===== config.mk =====
export PLATFORM = sky130hd
export DESIGN_NAME = cache_way_fill_writer
export DESIGN_NICKNAME = d
export VERILOG_FILES = /design/src/rtl/cache_way_fill_writer.sv
export SDC_FILE = /design/constraint.sdc
export NUM_CORES = 1
export LEC_CHECK = 0
export ABC_CLOCK_PERIOD_IN_PS = 3410
export CAP_MARGIN = 25
export CORE_AREA = 2 2 107 109
export DETAILED_ROUTE_END_ITERATION = 10
export DIE_AREA = 0 0 109 111
export GPL_TIMING_DRIVEN = 0
export HOLD_SLACK_MARGIN = 0.03
export PLACE_DENSITY = 0.76
export SYNTH_ARGS = -nofsm -noshare
export SYNTH_HDL_FRONTEND = slang
export SYNTH_SLANG_ARGS = --single-unit

===== constraint.sdc =====
create_clock -name i_clk -period 3.41 [get_ports i_clk]
set_input_delay 0.341 -clock i_clk [delete_from_list [all_inputs] [get_ports i_clk]]
set_output_delay 0.341 -clock i_clk [all_outputs]
set_load 0.005 [all_outputs]

===== src/rtl/cache_way_fill_writer.sv =====
// ---------------------------------------------------------------------------
// cache_way_fill_writer
//   Write side of a 4-way set-associative cache. It picks a victim way for
//   each refill, using the lowest invalid way first and the per-set tree
//   pseudo-LRU otherwise. It then steers the fill data into that way with a
//   one-cycle, one-hot write enable.
//
// Ports
//   i_clk, i_rst_n     clock, asynchronous active-low reset
//   i_hit_valid/set/way  read-hit notification (one-hot way, lowest bit wins)
//   i_fill_valid/set/data, o_fill_ready   refill request handshake
//   i_way_valid        valid bits of the ways in i_fill_set
//   i_flush            synchronous clear of every PLRU bit
//   o_wr_en/set/data   per-way array write port (o_wr_en one-hot, 1 cycle)
//   o_victim_way       registered one-hot victim of the last accepted fill
//
// PLRU bits per set: [0]=b0 pair select (1=right), [1]=b1 (left pair,
// 1=way1), [2]=b2 (right pair, 1=way3). Only 4 ways are supported.
// ---------------------------------------------------------------------------
module cache_way_fill_writer #(
    parameter int DATA_WIDTH = 32,
    parameter int INPUTS     = 4,
    parameter int SETS       = 16
) (
    input  logic                     i_clk,
    input  logic                     i_rst_n,
    input  logic                     i_hit_valid,
    input  logic [$clog2(SETS)-1:0]  i_hit_set,
    input  logic [INPUTS-1:0]        i_hit_way,
    input  logic                     i_fill_valid,
    output logic                     o_fill_ready,
    input  logic [$clog2(SETS)-1:0]  i_fill_set,
    input  logic [DATA_WIDTH-1:0]    i_fill_data,
    input  logic [INPUTS-1:0]        i_way_valid,
    input  logic                     i_flush,
    output logic [INPUTS-1:0]        o_wr_en,
    output logic [$clog2(SETS)-1:0]  o_wr_set,
    output logic [DATA_WIDTH-1:0]    o_wr_data,
    output logic [INPUTS-1:0]        o_victim_way
);

    typedef enum logic {IDLE = 1'b0, WRITE = 1'b1} state_t;

    state_t                   state, state_nxt;
    logic [SETS-1:0][2:0]     plru;

    logic                     hit_any;
    logic [1:0]               hit_idx;
    logic [2:0]               fill_base;
    logic [1:0]               victim_idx;
    logic [2:0]               fill_upd;
    logic                     accept;

    // lowest set bit of a 4-bit vector (caller guarantees non-zero)
    function automatic logic [1:0] first_idx(input logic [3:0] v);
        logic [1:0] r;
        r = 2'd3;
        if (v[2]) r = 2'd2;
        if (v[1]) r = 2'd1;
        if (v[0]) r = 2'd0;
        return r;
    endfunction

    // point the tree away from the way just accessed
    function automatic logic [2:0] plru_upd(input logic [2:0] b, input logic [1:0] w);
        logic [2:0] r;
        r = b;
        case (w)
            2'd0: begin r[0] = 1'b1; r[1] = 1'b1; end
            2'd1: begin r[0] = 1'b1; r[1] = 1'b0; end
            2'd2: begin r[0] = 1'b0; r[2] = 1'b1; end
            2'd3: begin r[0] = 1'b0; r[2] = 1'b0; end
        endcase
        return r;
    endfunction

    function automatic logic [1:0] tree_pick(input logic [2:0] b);
        return b[0] ? (b[2] ? 2'd3 : 2'd2) : (b[1] ? 2'd1 : 2'd0);
    endfunction

    // ---------------- victim selection ----------------
    always_comb begin
        hit_any   = i_hit_valid && (|i_hit_way);
        hit_idx   = first_idx(i_hit_way);
        // forward a same-cycle hit into the fill's set so the hit way is
        // never the one evicted
        fill_base = plru[i_fill_set];
        if (hit_any && (i_hit_set == i_fill_set))
            fill_base = plru_upd(fill_base, hit_idx);
        victim_idx = (&i_way_valid) ? tree_pick(fill_base) : first_idx(~i_way_valid);
        fill_upd   = plru_upd(fill_base, victim_idx);
        accept     = (state == IDLE) && i_fill_valid;
    end

    // ---------------- PLRU state ----------------
    // The fill write lands after the hit write. For a shared set it already
    // contains the hit update, so both accesses are reflected.
    always_ff @(posedge i_clk or negedge i_rst_n) begin
        if (!i_rst_n) begin
            plru <= '0;
        end else if (i_flush) begin
            plru <= '0;
        end else begin
            if (hit_any)
                plru[i_hit_set] <= plru_upd(plru[i_hit_set], hit_idx);
            if (accept)
                plru[i_fill_set] <= fill_upd;
        end
    end

    // ---------------- fill datapath ----------------
    always_ff @(posedge i_clk or negedge i_rst_n) begin
        if (!i_rst_n) begin
            o_wr_set     <= '0;
            o_wr_data    <= '0;
            o_victim_way <= '0;
        end else if (accept) begin
            o_wr_set     <= i_fill_set;
            o_wr_data    <= i_fill_data;
            o_victim_way <= INPUTS'(4'b0001 << victim_idx);
        end
    end

    // ---------------- FSM ----------------
    always_ff @(posedge i_clk or negedge i_rst_n) begin
        if (!i_rst_n) state <= IDLE;
        else          state <= state_nxt;
    end

    always_comb begin
        state_nxt = state;
        case (state)
            IDLE:  if (i_fill_valid) state_nxt = WRITE;
            WRITE: state_nxt = IDLE;
        endcase
    end

    // o_wr_en decodes from state, so reset kills a write pulse immediately
    always_comb begin
        o_fill_ready = 1'b0;
        o_wr_en      = '0;
        case (state)
            IDLE:  o_fill_ready = 1'b1;
            WRITE: o_wr_en      = o_victim_way;
        endcase
    end

endmodule


==> run metrics <==
GPL Wtd Cong 0.988; Cells after Synth 575; Row Count 39; Post-CTS Setup Inserts 0; max-slew violations 0; crit path max fanout 10; Pwr per Cell Area 414 nW/um^2; Area Growth Syn to Fin 27.0%; post-synthesis net count 628; Power Internal 0.00203 W; setup violators final 0; post-synthesis sequential area ratio 41.5%; final WL 18.2 mm; largest net degree at the start of global routing 48; ys flop type dfrtp_1; fraction of power spent switching nets 28.3%; Antenna Nets Post-Route 0; number of synthesized flops with an enable pin 0; status finished clean; initial DRC count 497; Inst Count DP 811; antenna violations before repair 0; Reg power frac 41.9%; top cells by area, synth dfrtp_1 (41%), nand2_1 (11%), mux2i_1 (4.3%); die height 111 um; pre-CTS WS -0.193 ns; CP Data Required Time 3.68 ns; nets@finish 733; vias per cell 6.15; Slew HR 35.8%; Synth top area share 41.5%; grt total ovfl 0; Multi-input gate area 2920 sq um; unrepaired setup endpoints after global routing false; synthesized area per cell 9.34 sq um; Async SR Flop Fraction 100%; Crit path arrival time 3.53 ns; clock-pin slew on the worst setup and hold paths 0.07 ns; Setup WS post-layout 0.148 ns; Max Freq 307 MHz; die area 12100 sq um; layout cell share with drive strength beyond 1 10.5%; Comb power frac 20.7%; DRC 0; clk_skew 0.0112 ns; Die X 109 um; Core Footprint 11100 sq um; register area 2230 sq um; clock sink total 89; WL per Instance 22.0 um; Critical Path Start Type input port; Distinct cells, synth 55; H-tree depth 3; Filler cells 909; Slew @ Worst Pin 0.954 ns; Clock Latency Late Sink 0.35 ns; CTS max path bufs 2; Hold Vio Cnt, Final 0; Total Power 0.00283 W; Psw 0.000800 W; root buffer cell clkbuf_16; Tmin final 3.26 ns; Initial Utilization 48.5%; vias in the first global route 5129; vias 5095; Commonest cells post-synth nand2_1 (158), dfrtp_1 (89), nor2_1 (35); DP Wirelength 13.0 mm; GRT Util Overall 31.5%; #FFs+latches synth 89; Synthesis Warnings 0; Port Buffer Count 92; CTS tree done; antenna diode instance count 0; Synth Cell Area 5370 sq um; Synth area leader dfrtp_1; final cell count without fillers 828; CP endpoint kind flip-flop; Tcrit/Tclk final 95.7%; most frequent cell after synthesis nand2_1; leakage power 2.84 nW; critical path class input port to flip-flop; first-pass iteration count of the detailed router 6; MaxCap Viol Count 0; first-pass GRT wire length 28.4 mm; Clk pwr share 37.4%; Min-Delay Path Class input port to flip-flop; Total Neg Setup Slack 0 ns; total CTS buffers 9; Max rail drop VDD 233 uV; io pins 98
## final cells by class
type / count / share of cell area (%)
multi-input combinational: 440 / 42.7
clock buffer: 11 / 3.70
sequential: 89 / 32.6
timing repair buffer: 94 / 14.0
clock inverter: 5 / 0.917
tap: 143 / 2.62
buffer: 43 / 3.21
inverter: 3 / 0.165
## metrics by stage
| stage | hold WS, ns | area [sq um] | util, % |
|---|---|---|---|
| CTS | 0.467 | 6820 | 61.6 |
| global route | 0.496 | 6820 | 61.6 |
| finish | 0.471 | 6820 | 61.6 |
| global placement | 0.458 | 6470 | 58.4 |
| detailed placement | 0.377 | 6500 | 58.6 |
| floorplan | 0.0454 | 5370 | - |
## final timing paths
path,startpoint,to,slack (ns),cells after the start
setup / recovery,i_fill_set[0],plru[14]$_DFF_PN0_,0.15,9
hold / removal,i_hit_way[0],plru[7]$_DFF_PN0_,0.47,3
setup reg to reg,plru[28]$_DFF_PN0_,plru[40]$_DFF_PN0_,0.49,8
hold reg to reg,o_wr_data[19]$_DFFE_PN0P_,o_wr_data[19]$_DFFE_PN0P_,0.47,2
max in group asynchronous,i_rst_n,o_wr_data[1]$_DFFE_PN0P_,2.21,3
min in group asynchronous,i_rst_n,plru[35]$_DFF_PN0_,0.53,2
## flip-flops by register name (all words and copies together) (netlist names)
| register | cells |
|---|---|
| plru | 48 |
| o_wr_data | 32 |
| o_victim_way | 4 |
| o_wr_set | 4 |
| state | 1 |
## routing by layer
metal	share of wire (%)	vias to the layer above	global-route usage [%]
met3	9.4	79	7.47
met1	39	2414	40.8
met5	0	-	0
met4	5.7	0	16.9
met2	46	312	48.3
li1	-	2290	-
## kinds of logic after synthesis
logic type             after synthesis  synth area share, %
flip-flops                          89                 41.5
AO/OA/AOI/OAI                      137                 20.3
multiplexers                        47                 13.1
AND/OR/NAND/NOR                    251                 20.0
buffers and inverters               46                 4.24
XOR/XNOR                             5                0.955
## repair_timing
| action | in CTS | in global routing |
|---|---|---|
| endpoints found under the setup margin | 0 | 10 |
| resized for setup | 0 | 4 |
| endpoints found under the hold margin | 42 | 0 |
| hold buffers | 1 | 0 |
## critical path, cell delays in order
cell and delay (ns):
clkdlybuf4s50_1 0.71, buf_2 0.39, mux4_1 0.62, a22oi_1 0.27, nand2_1 0.21, o32a_1 0.41, o21a_2 0.22, buf_6 0.18
a31oi_1 0.18
## placed cells by master, fill, tap and decap left out, drive strengths merged, types with 4 or more instances in the layout
cell | Yosys | layout
a21boi | 6 | 6
a21o | 11 | 11
a21oi | 16 | 16
a22oi | 5 | 5
a311o | 13 | 13
a31oi | 5 | 5
and2 | 7 | 7
buf | 21 | 23
clkbuf | 22 | 33
clkdlybuf4s50 | 0 | 91
dfrtp | 89 | 89
mux2 | 8 | 8
mux2i | 23 | 23
mux4 | 16 | 16
nand2 | 158 | 158
nand2b | 7 | 7
nand3 | 9 | 9
nor2 | 35 | 35
nor2b | 7 | 7
nor3 | 11 | 11
nor4 | 5 | 5
o211ai | 12 | 12
o21a | 12 | 12
o21ai | 15 | 15
o31ai | 26 | 26
xor2 | 4 | 4
## power by group through the flow
stage / Combinational (W) / Clock, W / Sequential (W)
5_1_grt: 0.000632 / 0.00111 / 0.00119
6_report: 0.000584 / 0.00106 / 0.00119
2_1_floorplan: 0.000260 / 0 / 0.00120
3_5_place_dp: 0.000577 / 0 / 0.00120
3_3_place_gp: 0.000569 / 0 / 0.00120
4_1_cts: 0.000581 / 0.00107 / 0.00118
No activity file was read; power rests on OpenSTA's default activity.
